## src/rtl/link_pattern_pkg.sv

```systemverilog
`default_nettype none
// ============================================================================
// Module      : link_pattern_pkg
// Description : Pattern modes, PRBS taps, seeds and successor function shared
//               by the link pattern generator and checker.
// Revision    : 1.0 - initial release
// ============================================================================
package link_pattern_pkg;

   typedef enum logic [1:0] {
      MODE_COUNTER = 2'd0,
      MODE_PRBS    = 2'd1,
      MODE_FIXED   = 2'd2,
      MODE_WALK1   = 2'd3
   } mode_e;

   typedef enum logic [1:0] {
      ST_SEEK   = 2'd0,
      ST_ACQ    = 2'd1,
      ST_LOCKED = 2'd2
   } lane_state_e;

   // Tap masks: bit (t-1) set for each polynomial tap t
   localparam logic [31:0] c_prbs_taps_8  = 32'h0000_00B8;
   localparam logic [31:0] c_prbs_taps_16 = 32'h0000_D008;
   localparam logic [31:0] c_prbs_taps_32 = 32'h8020_0003;

   localparam logic [31:0] c_seed_counter = 32'h0000_0000;
   localparam logic [31:0] c_seed_prbs    = 32'h0000_0001;
   localparam logic [31:0] c_seed_walk1   = 32'h0000_0001;

   function automatic logic [31:0] width_mask(input int unsigned dw);
      logic [31:0] m;
      if (dw >= 32) m = 32'hFFFF_FFFF;
      else          m = (32'd1 << dw) - 32'd1;
      return m;
   endfunction

   function automatic logic [31:0] prbs_taps(input int unsigned dw);
      logic [31:0] t;
      case (dw)
         8:       t = c_prbs_taps_8;
         32:      t = c_prbs_taps_32;
         default: t = c_prbs_taps_16;
      endcase
      return t;
   endfunction

   function automatic logic [31:0] pattern_seed(input mode_e mode, input int unsigned dw,
                                                input logic [31:0] fixed_word);
      logic [31:0] s;
      case (mode)
         MODE_COUNTER: s = c_seed_counter;
         MODE_PRBS:    s = c_seed_prbs;
         MODE_FIXED:   s = fixed_word;
         default:      s = c_seed_walk1;
      endcase
      return s & width_mask(dw);
   endfunction

   function automatic logic [31:0] pattern_next(input mode_e mode, input logic [31:0] w,
                                                input int unsigned dw,
                                                input logic [31:0] fixed_word);
      logic [31:0] m;
      logic [31:0] v;
      logic [31:0] r;
      m = width_mask(dw);
      v = w & m;
      case (mode)
         MODE_COUNTER: r = v + 32'd1;
         MODE_PRBS:    r = (v == 32'd0) ? 32'd1 : ((v << 1) | {31'd0, ^(v & prbs_taps(dw))});
         MODE_FIXED:   r = fixed_word;
         default:      r = (v == 32'd0) ? 32'd1 : ((v << 1) | (v >> (dw - 1)));
      endcase
      return r & m;
   endfunction

endpackage
`default_nettype wire

```

## src/rtl/link_pattern_lane.sv

```systemverilog
`default_nettype none
// ============================================================================
// Module      : link_pattern_lane
// Description : One lane: pattern generator plus self-aligning checker with
//               lock tracking and a saturating error counter.
//               Optional: LINK_PATTERN_ERR_INJECT_EN adds one-shot bit-0 error
//               injection on the transmit word.
// Revision    : 1.0 - initial release
// ============================================================================
module link_pattern_lane
   import link_pattern_pkg::*;
#(
   parameter int          DATA_W     = 16,
   parameter int          CNT_W      = 16,
   parameter int          LOCK_N     = 8,
   parameter int          LOSS_N     = 4,
   parameter logic [31:0] FIXED_WORD = 32'h0000_BC50
) (
   input  logic              clk,
   input  logic              rst,
   input  mode_e             cur_mode,
   input  mode_e             new_mode,
   input  logic              reseed,
   input  logic              enable,
   input  logic              clr_cnt,
   input  logic              tx_ready,
`ifdef LINK_PATTERN_ERR_INJECT_EN
   input  logic              inject,
`endif
   output logic [DATA_W-1:0] tx_data,
   output logic              tx_valid,
   input  logic [DATA_W-1:0] rx_data,
   input  logic              rx_valid,
   output logic              lane_locked,
   output logic [CNT_W-1:0]  err_cnt,
   output logic              err_pulse
);

   localparam int c_good_w = $clog2(LOCK_N + 1);
   localparam int c_bad_w  = $clog2(LOSS_N + 1);

   logic [DATA_W-1:0]   r_word;
   logic                r_tx_valid;
   logic [DATA_W-1:0]   r_prev;
   lane_state_e         r_state;
   logic [c_good_w-1:0] r_good;
   logic [c_bad_w-1:0]  r_bad;
   logic                r_locked;
   logic [CNT_W-1:0]    r_err_cnt;
   logic                r_err_pulse;

   logic [DATA_W-1:0]   w_expected;
   logic                w_act;
   logic                w_match;
   logic                w_err;

   always_ff @(posedge clk) begin
      if (rst) begin
         r_word     <= DATA_W'(pattern_seed(MODE_COUNTER, DATA_W, FIXED_WORD));
         r_tx_valid <= 1'b0;
      end else begin
         r_tx_valid <= enable;
         if (reseed)
            r_word <= DATA_W'(pattern_seed(new_mode, DATA_W, FIXED_WORD));
         else if (r_tx_valid && tx_ready)
            r_word <= DATA_W'(pattern_next(cur_mode, 32'(r_word), DATA_W, FIXED_WORD));
      end
   end

`ifdef LINK_PATTERN_ERR_INJECT_EN
   logic r_inj_d;
   logic r_inj_pend;

   // A rising edge arms a flip of bit 0 on the next word that is accepted
   always_ff @(posedge clk) begin
      if (rst) begin
         r_inj_d    <= 1'b0;
         r_inj_pend <= 1'b0;
      end else begin
         r_inj_d <= inject;
         if (inject && !r_inj_d)
            r_inj_pend <= 1'b1;
         else if (r_tx_valid && tx_ready)
            r_inj_pend <= 1'b0;
      end
   end

   assign tx_data = r_word ^ {{(DATA_W-1){1'b0}}, r_inj_pend};
`else
   assign tx_data = r_word;
`endif
   assign tx_valid = r_tx_valid;

   assign w_expected = DATA_W'(pattern_next(cur_mode, 32'(r_prev), DATA_W, FIXED_WORD));
   assign w_act      = enable && rx_valid;
   assign w_match    = (rx_data == w_expected);
   assign w_err      = w_act && !reseed && (r_state == ST_LOCKED) && !w_match;

   always_ff @(posedge clk) begin
      if (rst) begin
         r_prev      <= '0;
         r_state     <= ST_SEEK;
         r_good      <= '0;
         r_bad       <= '0;
         r_locked    <= 1'b0;
         r_err_pulse <= 1'b0;
      end else begin
         r_err_pulse <= w_err;
         if (reseed) begin
            r_state  <= ST_SEEK;
            r_good   <= '0;
            r_bad    <= '0;
            r_locked <= 1'b0;
         end else if (w_act) begin
            // prev follows every word so one bad word costs at most two errors
            r_prev <= rx_data;
            case (r_state)
               ST_SEEK: begin
                  r_good  <= '0;
                  r_state <= ST_ACQ;
               end
               ST_ACQ: begin
                  if (!w_match) begin
                     r_good <= '0;
                  end else if (r_good == c_good_w'(LOCK_N - 1)) begin
                     r_state  <= ST_LOCKED;
                     r_locked <= 1'b1;
                     r_bad    <= '0;
                  end else begin
                     r_good <= r_good + 1'b1;
                  end
               end
               ST_LOCKED: begin
                  if (w_match) begin
                     r_bad <= '0;
                  end else if (r_bad == c_bad_w'(LOSS_N - 1)) begin
                     r_state  <= ST_ACQ;
                     r_locked <= 1'b0;
                     r_good   <= '0;
                     r_bad    <= '0;
                  end else begin
                     r_bad <= r_bad + 1'b1;
                  end
               end
               default: r_state <= ST_SEEK;
            endcase
         end
      end
   end

   // Clear wins, but an error in the same cycle still counts once
   always_ff @(posedge clk) begin
      if (rst)
         r_err_cnt <= '0;
      else if (clr_cnt)
         r_err_cnt <= w_err ? CNT_W'(1) : '0;
      else if (w_err && (r_err_cnt != {CNT_W{1'b1}}))
         r_err_cnt <= r_err_cnt + 1'b1;
   end

   assign lane_locked = r_locked;
   assign err_cnt     = r_err_cnt;
   assign err_pulse   = r_err_pulse;

endmodule
`default_nettype wire

```

## config.mk

```make
export PLATFORM = sky130hd
export DESIGN_NAME = link_pattern_lane
export DESIGN_NICKNAME = d
export VERILOG_FILES = /design/src/rtl/link_pattern_pkg.sv /design/src/rtl/link_pattern_lane.sv
export SDC_FILE = /design/constraint.sdc
export NUM_CORES = 1
export LEC_CHECK = 0
export ABC_CLOCK_PERIOD_IN_PS = 4600
export CAP_MARGIN = 40
export CORE_AREA = 2 2 93 95
export CTS_CLUSTER_SIZE = 20
export DETAILED_ROUTE_END_ITERATION = 12
export DIE_AREA = 0 0 95 97
export GPL_TIMING_DRIVEN = 0
export PLACE_DENSITY = 0.87
export SLEW_MARGIN = 40
export SYNTH_ARGS = -nofsm -noshare
export SYNTH_HDL_FRONTEND = slang
export SYNTH_SLANG_ARGS = --single-unit
```

## constraint.sdc

```tcl
create_clock -name clk -period 4.6 [get_ports clk]
set_input_delay 0.92 -clock clk [delete_from_list [all_inputs] [get_ports clk]]
set_output_delay 0.92 -clock clk [all_outputs]
set_load 0.02 [all_outputs]
```

==> summary.md <==
| Metric | Value |
|---|---|
| Most common cell after layout, fill and taps aside | `nand2_1` |
| Ant diodes | `0` |
| Final Hold Viols | `0` |
| Routability cong. | `1.000` |
| Clk Latency, worst-skew pair | `360 ps` |
| Sequential element share of the synthesized area | `26.73%` |
| Initial antenna violation count | `0` |
| Total power per unit cell area | `246.2 nW/um^2` |
| Critical path startpoint category | `input pin` |
| Initial Util | `55.25%` |
| Post-Syn Nets | `655` |
| Net Sw Frac | `30.00%` |
| Netlist cell types | `79` |
| Port buffer count | `58` |
| Via count | `5166` |
| Overflow after GRT | `0` |
| Synth async-reset ratio | `0%` |
| Dpl cells | `782` |
| Detailed-route wire length | `14.53 mm` |
| Residual DRC | `0` |
| H-tree Lvls | `3` |
| Peak VDD IR | `0.1819 mV` |
| Most frequent cells in the layout | `nand2_1 (68), dfxtp_1 (60), clkdlybuf4s50_1 (58)` |
| First-pass GRT wire length | `22.77 mm` |
| Die area | `9215 sq um` |
| CTS tree | `built` |
| Post-CTS Setup Inserts | `0` |
| Final non-filler cell total | `798` |
| Detailed Routing Iterations Pass 1 | `7` |
| Number of enable flip-flop cells after synthesis | `0` |
| Via/cell ratio | `6.474` |
| Crit path to | `r_good[3]` |
| Max-cap viol count | `0` |
| Routed len/inst | `18.21 um` |
| Vias in the first global route | `4586` |
| Static leakage | `1.812 nW` |
| CTS buffer count | `9` |
| Synthesis-to-finish area growth | `20.85%` |
| Sequential group share of total power | `40.8%` |
| Status | `finished clean` |
| Clock Power Share | `40.7%` |
| Post-DRT Antenna Nets | `0` |
| DP Wirelength | `10.55 mm` |
| Final setup fails | `0` |
| GRT Overall Usage | `31.00%` |
| Crit Path Max Fanout | `10` |
| Largest cells by area after synthesis | `dfxtp_1 (27%), nand2_1 (5.7%), a21oi_1 (5.6%)` |
| Comb pwr share | `18.5%` |
| CP arrival | `4800 ps` |
| CTS root buf | `clkbuf_8` |
| Crit. End Element | `register` |
| Psw | `0.0004012 W` |
| Top cell type's share of synthesized area | `26.73%` |
| Internal | `0.0009362 W` |
| Synthesis-stage register bit count | `60` |
| Syn_area_per_cell | `7.261 sq um` |
| Clk buf depth | `2` |
| R2R Path Start | `r_prev[1]` |
| Synth area leader | `dfxtp_1` |
| CTS clk-pin slew, worst paths | `70 ps` |
| Worst hold path class | `reg2reg` |
| Final Max Slew Viols | `0` |
| Synth Flop Type | `dfxtp_1` |
| Synthesized cell area | `4494 sq um` |
| Core ar. | `8134 sq um` |
| Initial DRC count | `549` |
| R2R Path End | `err_cnt[3]` |
| Fraction of layout cells with a size suffix above 1 | `6.494%` |
| Count of clock tree sinks | `60` |
| Post-Syn Instances | `619` |
| Die H | `97 um` |
| Slew @ Worst Pin | `726.5 ps` |
| Fin crit share | `98.01%` |
| Die Span X | `95 um` |
| Setup slack, reg-to-reg | `500 ps` |
| Max transition margin | `51.39%` |
| CP startpoint | `cur_mode[1]` |
| Tmin final | `4508 ps` |
| IO Count | `62` |
| Util after Layout | `66.77%` |
| Largest net degree at the start of global routing | `13` |
| Placed Area | `5206 sq um` |
| Finished layout cell area | `5431 sq um` |
| Req. time, crit path | `4890 ps` |
| FF-to-FF path depth | `12` |
| Fmax | `221.8 MHz` |
| Warnings, synthesis | `0` |
| Clock Skew | `14.56 ps` |
| RSZ-0062 raised after global routing | `false` |
| # rows | `33` |
| Layout net count | `724` |
| Setup CP Type | `in2reg` |
[synth_stat cells (all sizes together), types with 4 or more instances]
library cell  instances
nand2                69
nor2                 50
clkbuf               28
inv                  30
o211ai                6
nor2b                11
o21ai                27
o221ai                5
o31ai                 5
nor3                 30
dfxtp                60
a31o                  5
ha                    9
nand2b                5
or2                   4
and2                  4
a2111oi               5
nor4                 16
a31oi                 7
buf                  14
and3                 11
nand3                28
nor4b                 6
mux2i                 9
a21oi                50
or4                   5
nand4                15
a211oi               10
or3                   9
xnor2                24
and4                  4
xor2                  5
[final cells by class]
type / instances / area (sq um)
plain buffers: 42 / 181.4
clock inverters: 7 / 98.84
repair buffers: 58 / 580.6
well taps: 105 / 131.4
inverters: 31 / 116.4
fillers: 689 / 2703
flip-flops and latches: 60 / 1201
clock buffers: 9 / 123.9
multi-input cells: 486 / 2998
[critical path, cell delays in order]
cell and delay, ps:
clkdlybuf4s50_1 530, clkbuf_2 260, nor2_1 330, nand2_1 140
and3_1 210, a2111oi_0 390, nand4_1 230, or4_4 590
nor4_4 410, nand2_2 130, a2111oi_1 480, a31o_1 170
[flip-flops by register name (all words and copies together), names as in the netlist]
register and count:
tx_valid 1, err_cnt 16, r_prev 16, lane_locked 1, r_state 2, tx_data 16
r_good 4, r_bad 3, err_pulse 1
[power by group through the flow]
stage | Sequential (W) | Combinational [W] | Clock [W]
finish | 0.000546 | 0.000247 | 0.000544
global route | 0.000548 | 0.000264 | 0.000569
CTS | 0.000546 | 0.000240 | 0.000551
detailed placement | 0.000558 | 0.000238 | 0
global placement | 0.000557 | 0.000235 | 0
floorplan | 0.000561 | 0.000144 | 0
[worst min-delay path by stage]
stage | start | end | slack, ps | cells past startpoint
after global routing | r_bad[2] | r_bad[2] | 500 | 1
after floorplan | r_good[1] | r_good[1] | 450 | 2
final | r_bad[2] | r_bad[2] | 490 | 1
after detailed placement | r_bad[2] | r_bad[2] | 470 | 1
after CTS | r_bad[2] | r_bad[2] | 490 | 1
after global placement | r_good[1] | r_good[1] | 460 | 2
[logic make-up (layout without fill, tap and decap cells)]
kind of cell,Yosys count,count (layout),synth area share [%]
AOI/OAI and AO/OA,160,160,23.97
xor gates and xnor gates,29,29,5.651
adders and majority gates,9,9,2.506
buffers and inverters,73,147,6.570
DFF,60,60,26.73
muxes,10,10,2.255
and+or+nand+nor,278,278,32.32
[metal layers]
metal / track usage [%] / routed length, um
met2: 46.48 / 6731
met5: 0 / 0
met4: 11.48 / 276
met3: 5.530 / 1250
met1: 44.09 / 6276
[what timing repair did]
item / in CTS / in global routing
gates resized for setup: 1 / 2
endpoints found under the hold margin: 0 / 0
hold buffers: 0 / 0
cloned: 0 / 0
endpoints found under the setup margin: 1 / 18
[per-stage QoR]
stage / TNS (ps) / hold slack [ps] / setup slack, ps / power (W)
finish: 0 / 485.4 / 91.75 / 0.001337
floorplan: 0 / 447.2 / 767.7 / 0.0007053
global route: 0 / 495.5 / 4.837 / 0.001381
CTS: 0 / 486.9 / 74.04 / 0.001336
detailed placement: -3355 / 469.1 / -412.9 / 0.0007952
global placement: -4533 / 460.8 / -339.3 / 0.0007914
Power figures use the tool's default switching activity.
